## config.mk

```make
export PLATFORM = sky130hd
export DESIGN_NAME = reset_sequencer_flat
export DESIGN_NICKNAME = d
export VERILOG_FILES = /design/src/rtl/reset_sequencer_if.sv /design/src/rtl/reset_sequencer.sv /design/src/flat_wrapper.sv
export SDC_FILE = /design/constraint.sdc
export NUM_CORES = 1
export LEC_CHECK = 0
export CORE_MARGIN = 2
export CORE_UTILIZATION = 55
export CTS_BUF_LIST = sky130_fd_sc_hd__clkbuf_2 sky130_fd_sc_hd__clkbuf_4 sky130_fd_sc_hd__clkbuf_8
export CTS_CLUSTER_DIAMETER = 100
export CTS_CLUSTER_SIZE = 28
export DETAILED_ROUTE_END_ITERATION = 16
export MAX_ROUTING_LAYER = met4
export PLACE_DENSITY = 0.74
export SYNTH_ARGS = -nofsm -noshare
export SYNTH_HDL_FRONTEND = slang
export SYNTH_SLANG_ARGS = --single-unit
```

## constraint.sdc

```tcl
create_clock -name clk -period 2.8 [get_ports clk]
set_input_delay 0.56 -clock clk [delete_from_list [all_inputs] [get_ports clk]]
set_output_delay 0.56 -clock clk [all_outputs]
set_load 0.05 [all_outputs]
```

## src/rtl/reset_sequencer_if.sv

```systemverilog
// Signal bundle between the reset sequencer and the board/SoC side.
// The slave modport is the sequencer; the master modport is whoever drives
// the PLL lock, button and software requests and consumes the resets.
interface reset_sequencer_if #(
    parameter int NUM_DOMAINS = 3
);
    logic                   pll_locked;
    logic                   button;
    logic                   sw_reset_req;
    logic                   cause_clr;
    logic [NUM_DOMAINS-1:0] rst_n_out;
    logic                   ready;
    logic [3:0]             reset_cause;

    modport master (
        output pll_locked,
        output button,
        output sw_reset_req,
        output cause_clr,
        input  rst_n_out,
        input  ready,
        input  reset_cause
    );

    modport slave (
        input  pll_locked,
        input  button,
        input  sw_reset_req,
        input  cause_clr,
        output rst_n_out,
        output ready,
        output reset_cause
    );
endinterface

```

## src/rtl/reset_sequencer.sv

```systemverilog
// Reset sequencer: holds all downstream reset domains until the PLL lock has
// been stable long enough, then releases them one by one with a fixed gap.
// Lock loss, a debounced button press or a software request puts everything
// back into reset, and a sticky cause register remembers why.
module reset_sequencer #(
    parameter int NUM_DOMAINS        = 3,
    parameter int MIN_ASSERT_CYCLES  = 16,
    parameter int LOCK_STABLE_CYCLES = 1024,
    parameter int STAGGER_CYCLES     = 8,
    parameter int DEBOUNCE_CYCLES    = 1_200_000,
    parameter int SYNC_STAGES        = 2
) (
    input logic              clk,
    input logic              rst,
    reset_sequencer_if.slave bus
);
    localparam int ASSERT_W   = $clog2(MIN_ASSERT_CYCLES) + 1;
    localparam int LOCK_W     = $clog2(LOCK_STABLE_CYCLES) + 1;
    localparam int STAGGER_W  = $clog2(STAGGER_CYCLES) + 1;
    localparam int DEBOUNCE_W = $clog2(DEBOUNCE_CYCLES) + 1;
    localparam int INDEX_W    = $clog2(NUM_DOMAINS) + 1;

    localparam logic [ASSERT_W-1:0]   ASSERT_LAST   = ASSERT_W'(MIN_ASSERT_CYCLES - 1);
    localparam logic [LOCK_W-1:0]     LOCK_LIMIT    = LOCK_W'(LOCK_STABLE_CYCLES);
    localparam logic [STAGGER_W-1:0]  STAGGER_LAST  = STAGGER_W'(STAGGER_CYCLES - 1);
    localparam logic [DEBOUNCE_W-1:0] DEBOUNCE_LAST = DEBOUNCE_W'(DEBOUNCE_CYCLES - 1);
    localparam logic [INDEX_W-1:0]    INDEX_LAST    = INDEX_W'(NUM_DOMAINS - 1);

    typedef enum logic [1:0] {
        S_ASSERT,
        S_WAIT_LOCK,
        S_RELEASE,
        S_RUN
    } state_t;

    state_t state;

    logic [SYNC_STAGES-1:0] lock_sync;
    logic [SYNC_STAGES-1:0] btn_sync;
    logic                   locked_s;
    logic                   btn_s;

    logic                   btn_level;
    logic [DEBOUNCE_W-1:0]  deb_cnt;
    logic                   deb_done;
    logic                   press;

    logic [LOCK_W-1:0]      lock_cnt;
    logic [LOCK_W-1:0]      lock_cnt_next;
    logic                   lock_stable;

    logic                   lock_loss;
    logic                   any_trig;

    logic [ASSERT_W-1:0]    assert_cnt;
    logic [STAGGER_W-1:0]   stagger_cnt;
    logic [INDEX_W-1:0]     index;
    logic [NUM_DOMAINS-1:0] rst_n_reg;
    logic                   ready_reg;
    logic [3:0]             cause_reg;

    assign locked_s = lock_sync[SYNC_STAGES-1];
    assign btn_s    = btn_sync[SYNC_STAGES-1];

    // Bring the asynchronous lock and button inputs into the clk domain.
    always_ff @(posedge clk or posedge rst) begin
        if (rst) begin
            lock_sync <= '0;
            btn_sync  <= '0;
        end else begin
            lock_sync <= {lock_sync[SYNC_STAGES-2:0], bus.pll_locked};
            btn_sync  <= {btn_sync[SYNC_STAGES-2:0], bus.button};
        end
    end

    // A new button level is accepted once it has disagreed with the current
    // one for the full debounce window; a press is the accepted 0->1 edge.
    assign deb_done = (btn_s != btn_level) && (deb_cnt >= DEBOUNCE_LAST);
    assign press    = deb_done && btn_s;

    // Debounce counter: restarts whenever the synchronised button agrees with the accepted level.
    always_ff @(posedge clk or posedge rst) begin
        if (rst) begin
            btn_level <= 1'b0;
            deb_cnt   <= '0;
        end else if (btn_s == btn_level) begin
            deb_cnt <= '0;
        end else if (deb_done) begin
            btn_level <= btn_s;
            deb_cnt   <= '0;
        end else begin
            deb_cnt <= deb_cnt + DEBOUNCE_W'(1);
        end
    end

    // Run length of consecutive lock cycles, saturating at the stability limit.
    // It keeps counting during ASSERT so a lock that was already stable lets
    // WAIT_LOCK move on straight away.
    always_comb begin
        lock_cnt_next = '0;
        if (locked_s) begin
            if (lock_cnt >= LOCK_LIMIT) begin
                lock_cnt_next = LOCK_LIMIT;
            end else begin
                lock_cnt_next = lock_cnt + LOCK_W'(1);
            end
        end
    end

    assign lock_stable = (lock_cnt_next >= LOCK_LIMIT);

    // Holds the lock run-length counter.
    always_ff @(posedge clk or posedge rst) begin
        if (rst) begin
            lock_cnt <= '0;
        end else begin
            lock_cnt <= lock_cnt_next;
        end
    end

    // Lock loss only counts once domains may already be out of reset.
    assign lock_loss = !locked_s && ((state == S_RELEASE) || (state == S_RUN));
    assign any_trig  = press || bus.sw_reset_req || lock_loss;

    // Sticky cause record: clear first, then every trigger of this cycle sets its bit.
    always_ff @(posedge clk or posedge rst) begin
        if (rst) begin
            cause_reg <= 4'b0001;
        end else begin
            cause_reg <= (bus.cause_clr ? 4'b0000 : cause_reg)
                       | {bus.sw_reset_req, press, lock_loss, 1'b0};
        end
    end

    // Sequencing FSM with registered reset outputs; any trigger re-enters
    // ASSERT (or restarts it) and drops every domain on the same edge.
    always_ff @(posedge clk or posedge rst) begin
        if (rst) begin
            state       <= S_ASSERT;
            assert_cnt  <= '0;
            stagger_cnt <= '0;
            index       <= '0;
            rst_n_reg   <= '0;
            ready_reg   <= 1'b0;
        end else if (any_trig) begin
            state       <= S_ASSERT;
            assert_cnt  <= '0;
            stagger_cnt <= '0;
            index       <= '0;
            rst_n_reg   <= '0;
            ready_reg   <= 1'b0;
        end else begin
            case (state)
                S_ASSERT: begin
                    if (assert_cnt >= ASSERT_LAST) begin
                        state      <= S_WAIT_LOCK;
                        assert_cnt <= '0;
                    end else begin
                        assert_cnt <= assert_cnt + ASSERT_W'(1);
                    end
                end
                S_WAIT_LOCK: begin
                    if (lock_stable) begin
                        state       <= S_RELEASE;
                        stagger_cnt <= '0;
                        index       <= '0;
                    end
                end
                S_RELEASE: begin
                    if (stagger_cnt >= STAGGER_LAST) begin
                        stagger_cnt <= '0;
                        for (int i = 0; i < NUM_DOMAINS; i++) begin
                            if (INDEX_W'(i) == index) begin
                                rst_n_reg[i] <= 1'b1;
                            end
                        end
                        if (index >= INDEX_LAST) begin
                            state     <= S_RUN;
                            ready_reg <= 1'b1;
                        end else begin
                            index <= index + INDEX_W'(1);
                        end
                    end else begin
                        stagger_cnt <= stagger_cnt + STAGGER_W'(1);
                    end
                end
                S_RUN: begin
                    rst_n_reg <= '1;
                    ready_reg <= 1'b1;
                end
                default: begin
                    state     <= S_ASSERT;
                    rst_n_reg <= '0;
                    ready_reg <= 1'b0;
                end
            endcase
        end
    end

    assign bus.rst_n_out   = rst_n_reg;
    assign bus.ready       = ready_reg;
    assign bus.reset_cause = cause_reg;
endmodule

```

## src/flat_wrapper.sv

```systemverilog
// flat-port wrapper written by rule: the top's interface ports become plain ports
module reset_sequencer_flat 
#(
    parameter int NUM_DOMAINS        = 3,
    parameter int MIN_ASSERT_CYCLES  = 16,
    parameter int LOCK_STABLE_CYCLES = 1024,
    parameter int STAGGER_CYCLES     = 8,
    parameter int DEBOUNCE_CYCLES    = 1_200_000,
    parameter int SYNC_STAGES        = 2
)
  (clk, rst, bus_pll_locked, bus_button, bus_sw_reset_req, bus_cause_clr, bus_rst_n_out, bus_ready, bus_reset_cause);
  reset_sequencer_if #(.NUM_DOMAINS(NUM_DOMAINS)) bus_i ();
  input logic clk;
  input logic rst;
  input wire logic [$bits(bus_i.pll_locked)-1:0] bus_pll_locked;
  input wire logic [$bits(bus_i.button)-1:0] bus_button;
  input wire logic [$bits(bus_i.sw_reset_req)-1:0] bus_sw_reset_req;
  input wire logic [$bits(bus_i.cause_clr)-1:0] bus_cause_clr;
  output wire logic [$bits(bus_i.rst_n_out)-1:0] bus_rst_n_out;
  output wire logic [$bits(bus_i.ready)-1:0] bus_ready;
  output wire logic [$bits(bus_i.reset_cause)-1:0] bus_reset_cause;
  assign bus_i.pll_locked = bus_pll_locked;
  assign bus_i.button = bus_button;
  assign bus_i.sw_reset_req = bus_sw_reset_req;
  assign bus_i.cause_clr = bus_cause_clr;
  assign bus_rst_n_out = bus_i.rst_n_out;
  assign bus_ready = bus_i.ready;
  assign bus_reset_cause = bus_i.reset_cause;
  reset_sequencer #(.NUM_DOMAINS(NUM_DOMAINS), .MIN_ASSERT_CYCLES(MIN_ASSERT_CYCLES), .LOCK_STABLE_CYCLES(LOCK_STABLE_CYCLES), .STAGGER_CYCLES(STAGGER_CYCLES), .DEBOUNCE_CYCLES(DEBOUNCE_CYCLES), .SYNC_STAGES(SYNC_STAGES)) u_core (.clk(clk), .rst(rst), .bus(bus_i));
endmodule
```

# Word level (Yosys, flattened, before mapping)

Index checks and enable logic that the tools add are counted.

Bits in registers: 60
Input bits: 6
Output and inout bits: 8

$add $sub $neg: 5
$lt $le $gt $ge: 6
Eq/ne operators: 15
Muxes and demuxes: 33
Bitwise gates (word level): 2
Reduce and logical (&&, ||, !) cells: 21

Operators with widths:

| kind                  | number |
|---|---|
| $mux 22               | 2 |
| $add 22x1->22 const B | 1 |
| $ge 11x11->1 const B  | 2 |
| $ge 22x21->1 const B  | 1 |
| $mux 11               | 2 |
| $mux 3                | 6 |
| $ne 3x2->1 const B    | 6 |
| $mux 4                | 4 |
| $mux 5                | 3 |
| $pmux 3 s2            | 2 |
| $reduce_and 3->1      | 4 |
| $add 11x1->11 const B | 1 |
| $mux 2                | 5 |
| $pmux 4 s2            | 1 |
| $mux 1                | 6 |
| $ne 3x1->1 const B    | 2 |
| $pmux 2 s3            | 1 |
| $reduce_bool 3->1     | 2 |
| $add 5x1->5 const B   | 1 |
| $ge 5x4->1 const B    | 1 |
| $reduce_and 5->1      | 1 |
| $add 4x1->4 const B   | 1 |
| $eq 2x2->1 const B    | 2 |
| $ge 4x3->1 const B    | 1 |
| 19 further kinds      | 24 |

# Depth between registers and ports, before layout

Depth after elaboration: 7
Mapped depth: 8
Gate-level depth less buffers: 8

# Worst setup path after synthesis

No wires, ideal clock.

Kind: reg2reg
Start point: register u_core.assert_cnt[0]
End point: register u_core.state[0]
Arrival: 1.951 ns
Setup slack: 0.780 ns
Stages on the path, launching flop included: 9
Path buffers: 0
Clock period less this slack: 2.020 ns
Cell sequence: dfrtp_1 -> ha_1 -> and3_1 -> ha_1 -> nor2_1 -> and3_1 -> or4b_4 -> mux2_4 -> nor2_2

Longest elaborated chain between the ends: 3

RTL lines:

| element                    | line                   | text |
|---|---|---|
| start: declaration         | reset_sequencer.sv:55  | `logic [ASSERT_W-1:0] assert_cnt;` |
| start signal: assignment   | reset_sequencer.sv:159 | `assert_cnt <= assert_cnt + ASSERT_W'(1);` |
| $ge 5x4->1                 | reset_sequencer.sv:155 | `if (assert_cnt >= ASSERT_LAST) begin` |
| $ne 3x1->1 (no line)       | n/a                    |  |
| $reduce_and 5->1 (no line) | n/a                    |  |
| end signal: assignment     | reset_sequencer.sv:156 | `state <= S_WAIT_LOCK;` |
| end signal: assignment     | reset_sequencer.sv:164 | `state <= S_RELEASE;` |
| end signal: assignment     | reset_sequencer.sv:178 | `state <= S_RUN;` |
| end: declaration           | reset_sequencer.sv:36  | `state_t state;` |

Every way passes these cells.
A chain may end at the register's enable or synchronous reset.

# Worst setup path in the final report

Start point: register u_core.cause_reg[0], in the netlist u_core.bus.reset_cause[0]
End point: output bus_reset_cause[0]

RTL lines:

| element                  | line                   | text |
|---|---|---|
| start: declaration       | reset_sequencer.sv:60  | `logic [3:0] cause_reg;` |
| start signal: assignment | reset_sequencer.sv:130 | `cause_reg <= (bus.cause_clr ? 4'b0000 : cause_reg)` |
| end: declaration         | flat_wrapper.sv:21     | `output wire logic [$bits(bus_i.reset_cause)-1:0] bus_reset_cause;` |

No word-level cell between the ends.

==> impl_metrics.env <==
export IMPL_grt_most_used_layer="met2"
export IMPL_core_rowCount=27
export IMPL_r2r_slack_ns=0.61
export IMPL_antenna_violating_nets_post_route=0
export IMPL_syn_instance_count=297
export IMPL_final_max_slew_viol_count=0
export IMPL_final_util=0.633
export IMPL_synth_compound_area_frac=0.0877
export IMPL_floorplan_die_height_microns=78.2
export IMPL_synth_area_per_cell_sq_um=10.2
export IMPL_arrival_ns=1.66
export IMPL_insertion_delay_of_the_later_clocked_pin_in_the_worst_skew_pair_ns=0.34
export IMPL_ctsLongestPathBuffers=2
export IMPL_wl_per_cell_microns=13.6
export IMPL_netlist_area_sq_um=3030
export IMPL_register_area_share_after_synthesis=0.497
export IMPL_reg2reg_depth=8
export IMPL_synth_top_family_by_area="simple AND/OR/NAND/NOR gates"
export IMPL_yosys_warning_count=0
export IMPL_drt_first_pass_iters=4
export IMPL_number_of_antenna_violations_at_the_first_check_in_global_routing=0
export IMPL_timing_hold_violations_final=0
export IMPL_vias_in_the_first_global_route=2141
export IMPL_chipWidth_microns=78.2
export IMPL_globalRoute_totalOverflow=0
export IMPL_critical_path_startpoint_type="flip-flop"
export IMPL_antenna_cells=0
export IMPL_drv_cap=0
export IMPL_worst_r2r_endpoint="u_core.state[0]"
export IMPL_yosys_area_share_xor_xnor=0.0753
export IMPL_period_share=0.791
export IMPL_detail_route_vias_per_cell=5.45
export IMPL_all_layer_gr_usage=0.211
export IMPL_postSynth_asyncResetShare=1.00
export IMPL_ctsHoldBuffers=0
export IMPL_timing_clock_skew_ns=0.0102
export IMPL_wl_mm=5.37
export IMPL_use_met1=0.271
export IMPL_post_cts_resized_instances=0
export IMPL_synth_enable_flop_cells=0
export IMPL_worst_setup_hold_path_clk_slew_ns=0.06
export IMPL_crit_start="u_core.bus.reset_cause[0]"
export IMPL_critical_path_max_fanout=2
export IMPL_critPathRequiredTime_ns=2.24
export IMPL_powerDensity_nw_per_um2=511
export IMPL_num_vias=2147
export IMPL_synth_simple_area_share=0.223
export IMPL_drt_first_iter_violations=127
export IMPL_share_of_post_route_cells_with_drive_strength_above_1=0.106
export IMPL_path_depth=1
export IMPL_tightestPinTransition_ns=0.576
export IMPL_fillers=447
export IMPL_finalWeightedCongestion=0.796
export IMPL_grt_first_pass_wirelength_mm=9.71
export IMPL_core_area_sq_um=5410
export IMPL_clockRootBuffer="sky130_fd_sc_hd__clkbuf_8"
export IMPL_run_status="completed"
export IMPL_htreeDepth=3
export IMPL_post_synth_mux_area_share=0.0252
export IMPL_ordered_cell_list_for_the_critical_path="clkdlybuf4s50_1"
export IMPL_synth_cell_types=53
export IMPL_fin_crit_ns=2.22
export IMPL_clock_sink_count=60
export IMPL_fin_tns_setup_ns=0
export IMPL_critical_path_slowest_cell="sky130_fd_sc_hd__clkdlybuf4s50_1"
export IMPL_holdCritPathClass="flip-flop to flip-flop"
export IMPL_p_leak_nw=1.53
export IMPL_critical_path_endpoint="bus_reset_cause[0]"
export IMPL_placement_cell_area_sq_um=3250
export IMPL_postCtsSetupRepairBufs=0
export IMPL_critical_path_buf_inv_count=1
export IMPL_criticalPathCategory="flip-flop to output port"
export IMPL_post_synth_fa_ha_maj_area_fraction=0.0620
export IMPL_multiInputGateArea_sq_um=1440
export IMPL_ys_flop_type="sky130_fd_sc_hd__dfrtp_1"
export IMPL_num_nets_final=338
export IMPL_rr_startpoint="u_core.assert_cnt[0]"
export IMPL_end_kind="output port"
export IMPL_placement_io_buffers=13
export IMPL_grt_use_met2=0.305
export IMPL_largest_register_ffs=22
export IMPL_post_route_drc_count=0
export IMPL_detailedPlacementHpwl_mm=3.73
export IMPL_timing_max_slew_rel_slack=0.616
export IMPL_critPathMaxStageDelay_ns=0.79
export IMPL_cts_buffers_inserted=9
export IMPL_stdcell_area_sq_um=3420
export IMPL_flip_flop_and_latch_count_after_synthesis=60
export IMPL_grt_start_max_net_pins=35
export IMPL_timing_final_setup_violations=0
export IMPL_registers_with_the_most_flip_flops="u_core.deb_cnt x22, u_core.lock_cnt x11, u_core.assert_cnt x5"
export IMPL_seq_area_sq_um=1500
export IMPL_syn_to_final_growth_pct=13.2
export IMPL_fp_dieArea_sq_um=6110
export IMPL_cell_type_group_with_the_largest_total_delay_on_the_critical_path="buffers and inverters"
export IMPL_grtUsageMet3=0.0632
export IMPL_grt_setup_unrepaired="no"
export IMPL_clock_tree_from_tritoncts="built"
export IMPL_clock_fmax_mhz=451
export IMPL_initial_utilization=0.560
export IMPL_peakVddDrop_mv=0.386
export IMPL_synthesis_nets=318
export IMPL_io_pins=14
export IMPL_worst_hold_path_num_cells=0
export IMPL_largest_register="u_core.deb_cnt"
-- cells by family (layout without fill, tap and decap cells) --
family                     Yosys count  in the layout
adders and majority gates           15             15
other                                1              1
DFF                                 60             60
muxes                                7              7
buffers and inverters               21             46
AOI/OAI and AO/OA                   37             37
and+or+nand+nor                    130            130
xor gates and xnor gates            26             26
-- synthesized netlist by cell type (all sizes together) (2+ instances only) --
library cell	n	share of area
dfrtp	59	0.49
nor2	55	0.069
ha	15	0.062
inv	14	0.017
nand3	14	0.023
xor2	14	0.041
xnor2	12	0.035
nor3	10	0.017
a21oi	9	0.015
nand2	8	0.0099
nand4	7	0.014
and4	5	0.017
clkbuf	5	0.0062
mux2i	5	0.017
nor2b	5	0.010
a31oi	4	0.0083
nand2b	4	0.0083
nand3b	4	0.0099
o21ai	4	0.0066
a21o	3	0.0074
and2	3	0.0062
and3	3	0.0062
nor3b	3	0.0074
a211oi	2	0.0050
a21boi	2	0.0050
a41oi	2	0.0083
buf	2	0.0054
mux2	2	0.0087
nor4	2	0.0041
o211a	2	0.0066
or3	2	0.0041
-- layout by cell type, fill, tap and decap left out, drive strengths merged, types with 5 or more instances in the layout --
master	synthesis	layout
inv	14	14
clkbuf	5	14
nand3	14	14
xor2	14	14
and4	5	5
dfrtp	59	59
clkdlybuf4s50	0	13
nand4	7	7
nor2	55	55
a21oi	9	9
nor2b	5	5
nor3	10	10
xnor2	12	12
nand2	8	8
ha	15	15
mux2i	5	5
-- worst min path at each step --
stage | startpoint | to | slack [ns]
after floorplan | u_core.btn_sync[0] | u_core.btn_sync[1] | 0.33
after global placement | u_core.btn_sync[0] | u_core.btn_sync[1] | 0.33
after detailed placement | u_core.btn_sync[0] | u_core.btn_sync[1] | 0.34
after CTS | u_core.btn_sync[0] | u_core.btn_sync[1] | 0.35
after global routing | u_core.btn_sync[0] | u_core.btn_sync[1] | 0.35
final | u_core.btn_sync[0] | u_core.btn_sync[1] | 0.35
-- power breakdown --
part / internal (mW) / switching (mW)
clock: 0.382 / 0.322
combinational: 0.0492 / 0.0862
sequential: 0.890 / 0.0197
-- metal layers --
metal / vias up / share of wire
met4: 0 / 0.016
met3: 9 / 0.047
li1: 1063 / -
met5: - / 0
met1: 1034 / 0.47
met2: 41 / 0.46
-- through the flow --
stage / std cells / hold slack, ns / power (mW) / setup WS (ns)
4_1_cts: 394 / 0.350 / 1.77 / 0.558
3_3_place_gp: 378 / 0.333 / 1.06 / 0.570
2_1_floorplan: 297 / 0.331 / 1.02 / 0.757
5_1_grt: 394 / 0.354 / 1.82 / 0.471
6_report: 394 / 0.348 / 1.75 / 0.584
3_5_place_dp: 378 / 0.337 / 1.06 / 0.533
-- area by class of cell --
type | instances | area share
clock buffers | 14 | 0.0490
clock inverters | 2 | 0.00292
inverters | 14 | 0.0154
multi-input cells | 216 | 0.419
flip-flops and latches | 60 | 0.439
well taps | 72 | 0.0263
repair buffers | 16 | 0.0482
(Power assumes the default switching activity.)
